`src/rtl/agc_gain_scheduler.sv`:
```
// Closed-loop AGC: windowed peak detector, dB-step gain decision and AFE set_gain
// sequencing, with host manual gain requests taking priority over automatic steps.
module agc_gain_scheduler #(
  parameter int unsigned SAMPLE_W      = 12,
  parameter int unsigned WINDOW_LEN    = 1024,
  parameter int unsigned SETTLE_CYCLES = 256,
  parameter int unsigned HI_THRESH     = 1800,
  parameter int unsigned LO_THRESH     = 600,
  parameter int unsigned GAIN_STEP     = 4,
  parameter int          GAIN_MIN      = -8,
  parameter int          GAIN_MAX      = 40,
  parameter int          GAIN_INIT     = 0
) (
  input  logic                       clk,
  input  logic                       rst_n,
  input  logic signed [SAMPLE_W-1:0] sample_i,
  input  logic                       sample_valid_i,
  input  logic                       agc_en_i,
  input  logic signed [7:0]          manual_gain_dB_i,
  input  logic                       manual_set_i,
  input  logic                       set_in_progress_i,
  output logic signed [7:0]          gain_dB_o,
  output logic                       set_gain_o,
  output logic [SAMPLE_W-1:0]        peak_o,
  output logic                       peak_valid_o,
  output logic                       busy_o
);

  localparam int unsigned WIN_W = $clog2(WINDOW_LEN + 1);
  localparam int unsigned SET_W = $clog2(SETTLE_CYCLES + 1);
  localparam logic [SAMPLE_W-1:0] MAG_MAX  = {1'b0, {(SAMPLE_W-1){1'b1}}};
  localparam logic [SAMPLE_W-1:0] MOST_NEG = {1'b1, {(SAMPLE_W-1){1'b0}}};
  localparam logic [SAMPLE_W-1:0] HI_T     = SAMPLE_W'(HI_THRESH);
  localparam logic [SAMPLE_W-1:0] LO_T     = SAMPLE_W'(LO_THRESH);
  localparam logic [WIN_W-1:0]    WIN_LAST = WIN_W'(WINDOW_LEN - 1);
  localparam logic [SET_W-1:0]    SET_LAST = SET_W'(SETTLE_CYCLES - 1);
  localparam logic signed [9:0]   G_MIN    = 10'(GAIN_MIN);
  localparam logic signed [9:0]   G_MAX    = 10'(GAIN_MAX);
  localparam logic signed [9:0]   G_STEP   = 10'(GAIN_STEP);

  typedef enum logic [2:0] {
    IDLE, MEASURE, DECIDE, ISSUE, WAIT_START, WAIT_DONE, SETTLE
  } state_e;

  state_e                state_q, state_d;
  logic signed [7:0]     gain_q, gain_d;
  logic                  set_gain_q, set_gain_d;
  logic [SAMPLE_W-1:0]   peak_q, peak_d;
  logic                  peak_valid_q, peak_valid_d;
  logic                  busy_q, busy_d;
  logic [SAMPLE_W-1:0]   acc_q, acc_d;
  logic [WIN_W-1:0]      win_cnt_q, win_cnt_d;
  logic [SET_W-1:0]      set_cnt_q, set_cnt_d;
  logic signed [7:0]     pend_q, pend_d;
  logic                  pend_flag_q, pend_flag_d;

  logic [SAMPLE_W-1:0]   mag_c, max_c;
  logic signed [9:0]     gain_ext_c, tgt_raw_c, tgt_c, man_ext_c, man_clamp_c;
  logic signed [7:0]     man_c, pend_val_c;
  logic                  pend_req_c, service_c;

  function automatic logic signed [9:0] clamp_gain(input logic signed [9:0] v);
    if (v < G_MIN)      return G_MIN;
    else if (v > G_MAX) return G_MAX;
    else                return v;
  endfunction

  // Saturating magnitude and running max
  always_comb begin
    if (!sample_i[SAMPLE_W-1])                mag_c = sample_i;
    else if (sample_i == MOST_NEG)            mag_c = MAG_MAX;
    else                                      mag_c = ~sample_i + SAMPLE_W'(1);
    max_c = (mag_c > acc_q) ? mag_c : acc_q;
  end

  // AGC step target and manual request (clamped; a same-cycle pulse passes straight through)
  always_comb begin
    gain_ext_c = {{2{gain_q[7]}}, gain_q};
    if (peak_q > HI_T)      tgt_raw_c = gain_ext_c - G_STEP;
    else if (peak_q < LO_T) tgt_raw_c = gain_ext_c + G_STEP;
    else                    tgt_raw_c = gain_ext_c;
    tgt_c       = clamp_gain(tgt_raw_c);
    man_ext_c   = {{2{manual_gain_dB_i[7]}}, manual_gain_dB_i};
    man_clamp_c = clamp_gain(man_ext_c);
    man_c       = man_clamp_c[7:0];
    pend_val_c  = manual_set_i ? man_c : pend_q;
    pend_req_c  = manual_set_i | pend_flag_q;
  end

  always_comb begin
    state_d      = state_q;
    gain_d       = gain_q;
    set_gain_d   = 1'b0;
    peak_d       = peak_q;
    peak_valid_d = 1'b0;
    acc_d        = '0;
    win_cnt_d    = '0;
    set_cnt_d    = '0;
    pend_d       = pend_q;
    pend_flag_d  = pend_flag_q;
    service_c    = 1'b0;

    if (manual_set_i) begin
      pend_d      = man_c;
      pend_flag_d = 1'b1;
    end

    case (state_q)
      IDLE: begin
        if (pend_req_c)    service_c = 1'b1;
        else if (agc_en_i) state_d   = MEASURE;
      end
      MEASURE: begin
        if (pend_req_c)     service_c = 1'b1;
        else if (!agc_en_i) state_d   = IDLE;
        else begin
          acc_d     = acc_q;
          win_cnt_d = win_cnt_q;
          if (sample_valid_i) begin
            if (win_cnt_q == WIN_LAST) begin
              peak_d       = max_c;
              peak_valid_d = 1'b1;
              acc_d        = '0;
              win_cnt_d    = '0;
              state_d      = DECIDE;
            end else begin
              acc_d     = max_c;
              win_cnt_d = win_cnt_q + WIN_W'(1);
            end
          end
        end
      end
      DECIDE: begin
        if (pend_req_c) service_c = 1'b1;
        else if (tgt_c != gain_ext_c) begin
          gain_d     = tgt_c[7:0];
          set_gain_d = 1'b1;
          state_d    = ISSUE;
        end else state_d = MEASURE;
      end
      ISSUE:      state_d = WAIT_START;
      WAIT_START: state_d = WAIT_DONE;
      WAIT_DONE:  if (!set_in_progress_i) state_d = SETTLE;
      SETTLE: begin
        // Blanking always runs to completion; a held manual request is issued at its end
        if (set_cnt_q == SET_LAST) begin
          if (pend_req_c)    service_c = 1'b1;
          else if (agc_en_i) state_d   = MEASURE;
          else               state_d   = IDLE;
        end else set_cnt_d = set_cnt_q + SET_W'(1);
      end
      default: state_d = IDLE;
    endcase

    if (service_c) begin
      gain_d      = pend_val_c;
      pend_flag_d = 1'b0;
      set_gain_d  = 1'b1;
      acc_d       = '0;
      win_cnt_d   = '0;
      state_d     = ISSUE;
    end

    busy_d = (state_d == ISSUE) || (state_d == WAIT_START) ||
             (state_d == WAIT_DONE) || (state_d == SETTLE);
  end

  always_ff @(posedge clk or negedge rst_n) begin
    if (!rst_n) begin
      state_q      <= IDLE;
      gain_q       <= 8'(GAIN_INIT);
      set_gain_q   <= 1'b0;
      peak_q       <= '0;
      peak_valid_q <= 1'b0;
      busy_q       <= 1'b0;
      acc_q        <= '0;
      win_cnt_q    <= '0;
      set_cnt_q    <= '0;
      pend_q       <= '0;
      pend_flag_q  <= 1'b0;
    end else begin
      state_q      <= state_d;
      gain_q       <= gain_d;
      set_gain_q   <= set_gain_d;
      peak_q       <= peak_d;
      peak_valid_q <= peak_valid_d;
      busy_q       <= busy_d;
      acc_q        <= acc_d;
      win_cnt_q    <= win_cnt_d;
      set_cnt_q    <= set_cnt_d;
      pend_q       <= pend_d;
      pend_flag_q  <= pend_flag_d;
    end
  end

  assign gain_dB_o    = gain_q;
  assign set_gain_o   = set_gain_q;
  assign peak_o       = peak_q;
  assign peak_valid_o = peak_valid_q;
  assign busy_o       = busy_q;

endmodule

```
`config.mk`:
```
export PLATFORM = sky130hd
export DESIGN_NAME = agc_gain_scheduler
export DESIGN_NICKNAME = d
export VERILOG_FILES = /design/src/rtl/agc_gain_scheduler.sv
export SDC_FILE = /design/constraint.sdc
export NUM_CORES = 1
export LEC_CHECK = 0
export CAP_MARGIN = 20
export CORE_AREA = 5 5 103 105
export CTS_CLUSTER_DIAMETER = 100
export DETAILED_ROUTE_END_ITERATION = 8
export DIE_AREA = 0 0 108 110
export DONT_BUFFER_PORTS = 1
export PLACE_DENSITY_LB_ADDON = 0.25
export SLEW_MARGIN = 20
export SYNTH_ARGS = -nofsm -noshare
export SYNTH_HDL_FRONTEND = slang
export SYNTH_SLANG_ARGS = --single-unit
```
`constraint.sdc`:
```
create_clock -name clk -period 2.81 [get_ports clk]
set_clock_uncertainty 0.2 [all_clocks]
set_input_delay 0.562 -clock clk [delete_from_list [all_inputs] [get_ports clk]]
set_output_delay 0.562 -clock clk [all_outputs]
set_load 0.03 [all_outputs]
```
Word-level counts from Yosys, hierarchy flattened
Cells that the tools add are included.

Register bits: 67.

$add $sub $neg: 5. Magnitude comparators: 7. Eq/ne operators: 16. Multiplexer cells: 56. Bitwise gates (word level): 3. Reductions and logical operators: 10.

Operators by type and width (count): 12-bit two-way mux (9); 11-bit two-way mux (6); 8-bit two-way mux (7); 10-bit two-way mux (4); 3-bit two-way mux (11); 3-bit case mux with 7 select lines (1); 3-bit == test, second input constant (6); 9-bit two-way mux (2); 1-bit two-way mux (14); 12-bit by 2-bit adder with 12-bit output, second input constant (1); 12-bit == test, second input constant (1); 12-bit by 11-bit > comparator with 1-bit output, second input constant (1); 12-bit > comparator (1); 12-bit by 10-bit less-than comparator with 1-bit output, second input constant (1); 12-bit inverter (1); 11-bit by 1-bit adder with 11-bit output, second input constant (1); 11-bit by 10-bit == test with 1-bit output, second input constant (1); 10-bit by 7-bit > comparator with 1-bit output, second input constant (1); 10-bit by 4-bit less-than comparator with 1-bit output, second input constant (1); 10-bit by 8-bit != test with 1-bit output (1); 8-bit by 4-bit adder with 9-bit output, second input constant (1); 9-bit by 1-bit adder with 9-bit output, second input constant (1); 3-bit by 2-bit == test with 1-bit output, second input constant (3); 9-bit by 8-bit == test with 1-bit output, second input constant (1); other kinds (16) (20).

Depth between registers and ports, before layout
Gate-level depths: netlist of the first run.

Word-level depth: 15. Depth in mapped cells: 18.

Least setup slack after synthesis of the first run
OpenSTA, ideal clock, no wires.

Kind: input port to flip-flop. Start point: in sample_i[0]. End point: reg peak_q[10], in the netlist peak_o[10]. Setup time: 135 ps. Arrival time: 3917 ps. Required time: 2475 ps. Setup slack: -1442 ps. Stages: 16. Path buffers: 2. Cells stage by stage: inv_1 -> nand2_1 -> or4_1 -> or2_2 -> o41ai_1 -> xor2_1 -> nand2_1 -> ha_1 -> nand4_1 -> or2_2 -> o221ai_1 -> o21a_1 -> clkbuf_1 -> buf_1 -> mux2i_1 -> o21ai_0.

Word-level cells in the longest chain between the ends: 6.

RTL lines: from (decl) (line 16) `input logic signed [SAMPLE_W-1:0] sample_i,`; 12-bit inverter (line 72) `else mag_c = ~sample_i + SAMPLE_W'(1);`; 12-bit by 2-bit adder with 12-bit output (line 72); 12-bit two-way mux (line 71) `else if (sample_i == MOST_NEG) mag_c = MAG_MAX;`; 12-bit two-way mux (*) (line 70) `if (!sample_i[SAMPLE_W-1]) mag_c = sample_i;`; 12-bit > comparator (line 73) `max_c = (mag_c > acc_q) ? mag_c : acc_q;`; 12-bit two-way mux (*) (line 73); to (signal assigned) (line 185) `peak_q <= peak_d;`; to (decl) (line 48) `logic [SAMPLE_W-1:0] peak_q, peak_d;`.

Every way passes the cells marked *; elsewhere a longest branch is shown, timed or not. A chain may end at the register's enable or synchronous reset.

Worst setup path in the final report of the first run
Start point: in sample_i[2]. End point: reg acc_q[9].

Word-level cells in the longest chain between the ends: 12.

RTL lines: 12-bit inverter (line 72); 12-bit by 2-bit adder with 12-bit output (line 72); 12-bit two-way mux (line 71); 12-bit two-way mux (*) (line 70); 12-bit > comparator (line 73); 12-bit two-way mux (*) (line 73); 12-bit two-way mux (*) (line 120) `if (win_cnt_q == WIN_LAST) begin`; 12-bit two-way mux (*) (line 119) `if (sample_valid_i) begin`; 12-bit two-way mux (*) (line 115) `else if (!agc_en_i) state_d = IDLE;`; 12-bit two-way mux (*) (line 114) `if (pend_req_c) service_c = 1'b1;`; 12-bit two-way mux (*) (line 108) `case (state_q)`; 12-bit two-way mux (*) (line 155) `if (service_c) begin`; to (signal assigned) (line 176) `acc_q <= '0;`; to (signal assigned) (line 188) `acc_q <= acc_d;`; to (decl) (line 51) `logic [SAMPLE_W-1:0] acc_q, acc_d;`.

Every way passes the cells marked *; elsewhere a longest branch is shown, timed or not. The select of a mux whose other input is x is not followed.

==> flow_metrics.py, run 1 <==
metrics = {
    "route": {
        "vias_per_cell": 5.368,
        "wirelength_um": 10450,
        "via_count": 3731,
        "drt_iter0_markers": 209,
        "drtAntennaViolNets": 0,
        "dr.pass1.iters": 4,
        "drc": 0,
        "wl_per_cell_um": 15.04,
    },
    "sta": {
        "min_period_over_period_pct": 118.5,
        "setup_viol": 35,
        "slew_headroom_pct": 65.42,
        "hold_violations": 0,
        "drv_slew": 0,
        "fmax_ghz": 0.3004,
        "fin_ws_ns": -0.5191,
        "hold_ws_ns": 0.1540,
        "rsz0062_at_grt": "true",
        "worstMarginPinSlew_ns": 0.5133,
        "final.min_clock_period_ns": 3.329,
    },
    "setup_path": {
        "endpoint_kind": "flop",
        "path_buf_inv": 1,
        "crit_chain": "or4_4 > or2_4 > o41ai_4 > xor2_1 > nand2_1 > ha_4 > nand4_1 > or2_4 > o221ai_2 > o21a_4 > o22ai_1 > buf_4 > a22o_1",
        "required_ns": 2.83,
        "worstPathArrival_ns": 3.35,
        "rr_startpoint": "peak_o[9]",
        "cpLargestDelayFamily": "simple AND/OR/NAND/NOR gates",
        "max_stage_delay_ns": 0.51,
        "path_max_fanout": 11,
        "critPathSlowestCell": "or4_4",
        "path_common_cell": "or2_4",
        "worstSetupStartpointType": "primary input",
        "startpoint": "sample_i[2]",
        "crit_type": "in -> reg",
    },
    "floorplan": {
        "rows": 36,
        "dieArea_um2": 11880,
        "fp.dieW_um": 108,
        "coreArea_um2": 9549,
        "start_util_pct": 43.59,
        "pin_count": 49,
        "fp.dieH_um": 110,
    },
    "clocking": {
        "clockBufferDepth": 2,
        "cts-buffers-inserted": 9,
        "clkSinkCount": 67,
        "clkTransAtPathRegs_ns": 0.07,
        "cts_tree": "built",
        "clockRootBuffer": "clkbuf_8",
        "worstSkewPairLatency_ns": 0.33,
        "h-tree-depth": 3,
    },
    "cells_and_area": {
        "area_growth_pct": 35.50,
        "layout_commonest_cell": "buf_4",
        "nets": 600,
        "stdcell_count": 695,
        "final_util_pct": 59.07,
        "stdcell_area_um2": 5640,
        "antennaDiodeCount": 0,
        "drive_gt1_share_pct": 34.88,
        "final_cell_mix": "buf_4, dfrtp_1, nand2_1",
    },
    "logic_synthesis": {
        "synth_area_um2": 4163,
        "synth-main-ff-cell": "dfrtp_1",
        "syn-num-nets": 496,
        "synth-edff-count": 0,
        "syn_avg_cell_area_um2": 9.189,
        "synth.distinct_cells": 72,
        "synth_cells": 453,
        "ys_warn_count": 0,
        "ys_seq_area_share_pct": 40.28,
        "ys_ff_latch": 67,
        "synthArstFlopShare_pct": 100.0,
    },
    "power": {
        "comb_power_share_pct": 49.4,
        "p_int_w": 0.002387,
        "pwr-share-clk_pct": 18.8,
        "p_total_w": 0.003952,
        "powerDensity_nw_per_um2": 700.6,
        "switching_share_pct": 39.60,
        "seqPwrFrac_pct": 31.8,
        "power_switching_w": 0.001565,
        "leakagePower_nw": 2.530,
        "vdd_drop_max_mv": 0.3001,
    },
    "global_route": {
        "grt_pass1_vias": 3820,
        "grt_max_degree": 68,
        "grt_pass1_wl_um": 17620,
        "track_usage_pct": 18.57,
        "overflow": 0,
        "antenna_found_initial": 0,
    },
    "status": {
        "violations": "negative setup slack",
        "status": "finished, violations left",
    },
    "hold_path": {
        "hold_start": "manual_set_i",
        "min_path_type": "in -> reg",
    },
    "flow_run": {
        "max_cap_violations": 0,
    },
    "place": {
        "hpwl_um": 7719,
        "placed_cells": 653,
        "place_area_um2": 5005,
        "port_buffers": 0,
        "globalplace.congestion": 0.8210,
    },
}
stage by stage:
step / worst slack [ns] / setup TNS, ns
floorplan: -0.9351 / -22.73
global placement: -0.9655 / -24.01
detailed placement: -1.081 / -26.48
CTS: -0.5199 / -12.44
global route: -0.6835 / -18.31
finish: -0.5191 / -13.35
path summary, 6_finish.rpt:
kind                       slack, ns      endpoint  depth (start not counted)
hold reg to reg                 0.29  win_cnt_q[9]                          1
min in group asynchronous       0.55     pend_q[4]                          2
hold / removal                  0.15     pend_q[4]                          1
setup reg to reg               -0.21  gain_dB_o[3]                         11
setup / recovery               -0.52      acc_q[9]                         13
max in group asynchronous       1.54    peak_o[11]                          2
worst register-to-register path, stage by stage (launching register included):
cell and delay (ns):
dfrtp_2 0.39, buf_6 0.11, o21ai_2 0.07, o211a_1 0.27
and4_4 0.21, or3_4 0.41, a211oi_4 0.30, and3_4 0.25
o31ai_4 0.06, buf_6 0.15, and4_4 0.18, a221o_1 0.31
metal layers:
| layer | track usage [%] | part of all wire [%] | vias up |
|---|---|---|---|
| li1 | - | - | 1849 |
| met1 | 21.10 | 42 | 1796 |
| met2 | 34.81 | 52 | 76 |
| met3 | 3.902 | 4.5 | 10 |
| met4 | 5.861 | 1.1 | 0 |
| met5 | 0 | 0 | - |
final cells by class:
| type | instances | area (µm²) |
|---|---|---|
| Multi-Input combinational cell | 341 | 2580 |
| Inverter | 31 | 118.9 |
| Clock inverter | 4 | 32.53 |
| Timing Repair Buffer | 107 | 892.1 |
| Fill cell | 843 | 3909 |
| Sequential cell | 67 | 1695 |
| Clock buffer | 12 | 155.1 |
| Tap cell | 133 | 166.4 |
sequential cells by signal (all words and copies together), names as in the netlist:
signal and cells:
peak_valid_o 1, state_q 3, busy_o 1, win_cnt_q 11, pend_q 8, peak_o 12, set_cnt_q 9, pend_flag_q 1
acc_q 12, gain_dB_o 8, set_gain_o 1
cell usage after synthesis, drive strengths merged (4+ instances only):
cell / instances / share of area [%]
clkbuf: 12 / 1.1
and3: 12 / 1.9
or3: 8 / 1.3
a21oi: 19 / 2.3
nand3: 13 / 1.7
ha: 17 / 5.1
o31ai: 6 / 1.5
a211oi: 6 / 1.7
dfrtp: 67 / 40
nand2: 49 / 4.4
a22o: 13 / 2.7
mux2i: 13 / 3.1
a221o: 7 / 1.7
xor2: 14 / 3.1
a31oi: 8 / 1.4
inv: 30 / 2.7
nor2b: 6 / 0.90
and2: 4 / 0.60
o21ai: 36 / 4.5
nand4: 9 / 1.4
xnor2: 7 / 1.7
nor3: 5 / 0.72
nor2: 39 / 3.5
a21o: 5 / 0.90
or2: 4 / 0.60
timing repair:
item | in CTS | in global routing
hold buffers | 2 | 0
setup endpoints to repair | 34 | 35
buffers inserted | 10 | 12
gates cloned | 2 | 0
hold endpoints to repair | 67 | 0
gates resized for setup | 32 | 22
pin swaps | 25 | 16
power groups by stage:
stage	clock (W)	combinational, W	sequential (W)
3_5_place_dp	0	0.00161	0.00127
5_1_grt	0.000808	0.00212	0.00128
4_1_cts	0.000757	0.00177	0.00125
2_1_floorplan	0	0.00104	0.00134
6_report	0.000743	0.00195	0.00126
3_3_place_gp	0	0.00158	0.00126
cell families after synthesis:
logic type | Yosys count | share of synthesized area [%]
multiplexers | 13 | 3.126
AO/OA/AOI/OAI | 126 | 22.66
AND/OR/NAND/NOR | 163 | 19.69
flip-flops | 67 | 40.28
buffers and inverters | 46 | 4.358
adder cells (fa/ha/maj) | 17 | 5.110
XOR/XNOR | 21 | 4.779
No activity file was read; power rests on OpenSTA's default activity.
==> run 2: changes to the inputs <==
--- a/config.mk
+++ b/config.mk
@@ -12,6 +12,7 @@
 export DIE_AREA = 0 0 108 110
 export DONT_BUFFER_PORTS = 1
 export PLACE_DENSITY_LB_ADDON = 0.25
+export SETUP_SLACK_MARGIN = 0.1
 export SLEW_MARGIN = 20
 export SYNTH_ARGS = -nofsm -noshare
 export SYNTH_HDL_FRONTEND = slang
==> run 2 against run 1 <==
  * The flow still finishes with violations (negative setup slack)
  * Global-route usage about the same
  * Combinational power decreased by 2%
  * Sequential share of layout area is 0.13 points higher
  * Register-to-register slack barely moved
  * Critical path depth unchanged
  * Critical path type unchanged
==> flow_metrics.py, run 2 (same netlist as run 1, synthesis figures left out) <==
metrics = {
    "setup_path": {
        "path_max_fanout": 11,
        "rr_worst_depth": 11,
        "rr_startpoint": "peak_o[9]",
        "worstPathArrival_ns": 3.35,
        "worstSetupEndpoint": "acc_q[9]",
        "worstSetupStartpointType": "primary input",
        "required_ns": 2.83,
        "endpoint_kind": "flop",
        "crit_type": "in -> reg",
        "r2r_slack_ns": -0.20,
        "rr_endpoint": "gain_dB_o[5]",
        "startpoint": "sample_i[2]",
    },
    "place": {
        "hpwl_um": 7719,
        "port_buffers": 0,
        "placed_cells": 653,
        "globalplace.congestion": 0.8210,
        "place_area_um2": 5005,
    },
    "sta": {
        "final.min_clock_period_ns": 3.325,
        "slew_headroom_pct": 65.45,
        "setup_viol": 34,
        "hold_ws_ns": 0.1538,
        "hold_violations": 0,
        "fin_ws_ns": -0.5155,
        "worstMarginPinSlew_ns": 0.5129,
        "rsz0062_at_grt": "true",
        "min_period_over_period_pct": 118.3,
        "fmax_ghz": 0.3007,
        "drv_slew": 0,
    },
    "status": {
        "violations": "negative setup slack",
        "status": "finished, violations left",
    },
    "floorplan": {
        "fp.dieH_um": 110,
        "start_util_pct": 43.59,
        "dieArea_um2": 11880,
        "pin_count": 49,
        "rows": 36,
        "fp.dieW_um": 108,
        "coreArea_um2": 9549,
    },
    "hold_path": {
        "hold_start": "manual_set_i",
        "min_path_type": "in -> reg",
    },
    "clocking": {
        "clkSinkCount": 67,
        "cts_tree": "built",
        "cts-buffers-inserted": 9,
        "clkTransAtPathRegs_ns": 0.07,
        "h-tree-depth": 3,
        "clockBufferDepth": 2,
        "clockRootBuffer": "clkbuf_8",
        "worstSkewPairLatency_ns": 0.33,
    },
    "route": {
        "drtAntennaViolNets": 0,
        "wl_per_cell_um": 14.95,
        "drc": 0,
        "wirelength_um": 10360,
        "vias_per_cell": 5.364,
        "dr.pass1.iters": 4,
        "via_count": 3717,
        "drt_iter0_markers": 217,
    },
    "flow_run": {
        "max_cap_violations": 0,
    },
    "power": {
        "leakagePower_nw": 2.514,
        "vdd_drop_max_mv": 0.2999,
        "powerDensity_nw_per_um2": 695.8,
    },
    "cells_and_area": {
        "antennaDiodeCount": 0,
        "stdcell_area_um2": 5617,
        "nets": 598,
        "stdcell_count": 693,
        "layout_commonest_cell": "buf_4",
        "final_util_pct": 58.82,
        "drive_gt1_share_pct": 34.64,
        "final_cell_mix": "buf_4, dfrtp_1, nand2_1",
        "area_growth_pct": 34.93,
    },
    "global_route": {
        "overflow": 0,
        "grt_max_degree": 68,
        "track_usage_pct": 18.56,
        "grt_pass1_wl_um": 17610,
        "antenna_found_initial": 0,
        "grt_pass1_vias": 3820,
    },
}
-- run 2: cell count changes in the layout (fill, tap and decap cells not counted) --
cell / previous run / this run
buf_12: 2 / 1
buf_6: 11 / 10
nand3_2: 2 / 1
nand3_4: 2 / 3
-- run 2: repair_timing --
action,CTS,global route
gates resized for setup,33,21
endpoints found under the hold margin,67,0
buffers inserted,10,10
cloned,2,0
pin swaps,26,14
setup endpoints to repair,35,35
hold buffers,2,0
-- run 2: through the flow --
stage	worst slack, ns	total power [W]	TNS (ns)
floorplan	-0.9351	0.002383	-22.73
CTS	-0.5199	0.003784	-12.46
global placement	-0.9655	0.002847	-24.01
finish	-0.5155	0.003908	-13.10
global route	-0.6835	0.004166	-18.12
detailed placement	-1.081	0.002877	-26.48
-- run 2: power breakdown --
group	switching (W)	internal (W)
Combinational	0.00101	0.000896
Clock	0.000369	0.000374
Sequential	0.000166	0.00109
Total	0.00155	0.00236
-- run 2: layout make-up --
| type | count | area, µm² |
|---|---|---|
| Multi-Input combinational cell | 341 | 2587 |
| Timing Repair Buffer | 105 | 860.8 |
| Clock inverter | 4 | 32.53 |
| Clock buffer | 12 | 155.1 |
| Sequential cell | 67 | 1695 |
| Fill cell | 849 | 3933 |
| Tap cell | 133 | 166.4 |
| Inverter | 31 | 118.9 |
-- run 2: how the worst min path moves through the flow --
stage	endpoint	slack, ns	depth (start not counted)
2_1_floorplan	acc_q[0]	0.07	0
3_3_place_gp	pend_q[3]	0.07	0
3_5_place_dp	pend_q[4]	0.07	0
4_1_cts	pend_q[4]	0.14	1
5_1_grt	pend_q[3]	0.13	1
6_report	pend_q[4]	0.15	1
-- run 2: per-layer routing --
metal,vias up,share of wire (%),GRT usage (%)
met5,-,0,0
met4,0,1.4,5.861
met3,11,4.5,3.902
met2,72,52,34.77
met1,1788,42,21.10
li1,1846,-,-
-- run 2: critical path, stage by stage --
cell	delay, ns
or4_4	0.51
or2_4	0.26
o41ai_4	0.22
xor2_1	0.17
nand2_1	0.13
ha_4	0.29
nand4_1	0.09
or2_4	0.26
o221ai_2	0.17
o21a_4	0.21
o22ai_1	0.08
buf_4	0.19
a22o_1	0.18
==> run 3: changes to the inputs <==
==> constraint.sdc (replaced) <==
create_clock -name clk -period 2.81 [get_ports clk]
set_clock_uncertainty 0.2 [all_clocks]
set_input_delay 0.562 -clock clk [delete_from_list [all_inputs] [get_ports clk]]
set_output_delay 0.562 -clock clk [all_outputs]
set_load 0.005 [all_outputs]
==> run 3 against run 2 <==
  * Critical endpoint is now acc_q[11]
  * Clock-buffer cell count fell by 1
  * Flip-flop and latch count did not move
  * Largest power group unchanged
  * Critical path depth unchanged
  * Die area unchanged
  * Largest cell class unchanged
  * The flow still finishes with violations (negative setup slack)
  * Highest routed layer unchanged
  * Cell count unchanged
  * Core utilization decreased by 0.33 points
  * Maximum frequency decreased by 1.7%
==> flow_metrics.py, run 3 (same netlist as run 1, synthesis figures left out) <==
metrics = {
    "setup_path": {
        "worstSetupStartpointType": "primary input",
        "path_max_fanout": 6,
        "endpoint_kind": "flop",
        "required_ns": 2.89,
        "crit_type": "in -> reg",
        "rr_startpoint": "peak_o[0]",
        "startpoint": "sample_i[2]",
        "worstPathArrival_ns": 3.46,
    },
    "clocking": {
        "h-tree-depth": 3,
        "clockBufferDepth": 2,
        "cts-buffers-inserted": 9,
        "clkSinkCount": 67,
        "worstSkewPairLatency_ns": 0.35,
        "clockRootBuffer": "clkbuf_8",
        "cts_tree": "built",
        "clkTransAtPathRegs_ns": 0.08,
    },
    "sta": {
        "rsz0062_at_grt": "true",
        "worstMarginPinSlew_ns": 0.5154,
        "fmax_ghz": 0.2957,
        "min_period_over_period_pct": 120.4,
        "slew_headroom_pct": 65.28,
        "drv_slew": 0,
        "fin_ws_ns": -0.5721,
        "final.min_clock_period_ns": 3.382,
        "setup_viol": 34,
        "hold_violations": 0,
    },
    "cells_and_area": {
        "final_cell_mix": "buf_4, dfrtp_1, nand2_1",
        "nets": 598,
        "area_growth_pct": 34.18,
        "layout_commonest_cell": "buf_4",
        "drive_gt1_share_pct": 31.96,
        "stdcell_area_um2": 5585,
        "antennaDiodeCount": 0,
    },
    "status": {
        "status": "finished, violations left",
        "violations": "negative setup slack",
    },
    "power": {
        "leakagePower_nw": 2.546,
        "comb_power_share_pct": 46.3,
        "powerDensity_nw_per_um2": 688.9,
        "switching_share_pct": 36.65,
        "power_switching_w": 0.001410,
        "seqPwrFrac_pct": 31.8,
        "p_int_w": 0.002438,
        "pwr-share-clk_pct": 21.9,
        "p_total_w": 0.003848,
        "vdd_drop_max_mv": 0.3071,
    },
    "global_route": {
        "grt_max_degree": 68,
        "antenna_found_initial": 0,
        "grt_pass1_wl_um": 17400,
        "overflow": 0,
        "track_usage_pct": 18.42,
        "grt_pass1_vias": 3764,
    },
    "route": {
        "vias_per_cell": 5.388,
        "via_count": 3734,
        "wirelength_um": 10570,
        "dr.pass1.iters": 4,
        "drc": 0,
        "drt_iter0_markers": 203,
        "drtAntennaViolNets": 0,
        "wl_per_cell_um": 15.25,
    },
    "place": {
        "port_buffers": 0,
        "place_area_um2": 4965,
        "globalplace.congestion": 0.8287,
        "hpwl_um": 7744,
    },
    "floorplan": {
        "fp.dieW_um": 108,
        "fp.dieH_um": 110,
        "start_util_pct": 43.59,
        "coreArea_um2": 9549,
        "dieArea_um2": 11880,
        "pin_count": 49,
        "rows": 36,
    },
    "hold_path": {
        "min_path_type": "in -> reg",
        "hold_start": "manual_set_i",
    },
    "flow_run": {
        "max_cap_violations": 0,
    },
}
[run 3: per-layer routing]
layer | up-vias | global-route usage, % | wire (µm)
li1 | 1846 | - | -
met1 | 1790 | 21.34 | 4409
met2 | 84 | 32.68 | 5406
met3 | 14 | 5.242 | 556
met4 | 0 | 6.492 | 197
met5 | - | 0 | 0
[run 3: path summary, 6_finish.rpt]
kind,slack [ns],depth (start not counted),to
max in group asynchronous,1.56,2,peak_o[9]
min in group asynchronous,0.55,2,set_cnt_q[5]
min,0.13,1,pend_q[3]
max reg2reg,-0.19,10,gain_dB_o[5]
min reg2reg,0.29,1,win_cnt_q[9]
max,-0.57,13,acc_q[11]
[run 3: power groups by stage]
stage               Sequential, W  Clock (W)  Combinational, W
finish                    0.00122   0.000843           0.00178
global placement          0.00123          0           0.00151
global route              0.00124   0.000912           0.00195
floorplan                 0.00120          0           0.00103
detailed placement        0.00124          0           0.00154
CTS                       0.00122   0.000857           0.00168
[run 3: per-stage QoR]
step                      setup TNS [ns]  cells  setup slack [ns]  util [%]  hold WS (ns)
after floorplan                   -22.00    453           -0.9351         -       0.06641
after global placement            -25.48    655            -1.014     51.99       0.06948
after detailed placement          -28.82    655            -1.155     51.99       0.06965
after CTS                         -13.21    683           -0.5320     56.58        0.1138
after global routing              -18.76    693           -0.7220     58.49       0.09707
final                             -14.10    693           -0.5721     58.49        0.1299
[run 3: what timing repair did]
action                     4_1_cts  5_1_grt
setup buffers                   10       10
pin swaps                       20       16
hold buffers                     2        0
resized for setup               34       19
gates cloned                     1        1
setup endpoints to repair       35       35
hold endpoints to repair        67        0
[run 3: critical path, stage by stage]
cell      delay (ns)
or4_4           0.51
or2_4           0.27
o41ai_4         0.24
xor2_1          0.18
nand2_1         0.13
ha_4            0.29
nand4_1         0.11
or2_4           0.26
o221ai_2        0.17
o21a_4          0.21
buf_6           0.13
nor2b_4         0.22
a22o_1          0.18
[run 3: layout make-up]
| cell class | instances | area (µm²) |
|---|---|---|
| multi-input combinational | 341 | 2547 |
| sequential | 67 | 1680 |
| inverter | 31 | 121.4 |
| fill | 834 | 3964 |
| tap | 133 | 166.4 |
| clock inverter | 5 | 60.06 |
| clock buffer | 11 | 151.4 |
| timing repair buffer | 105 | 858.3 |
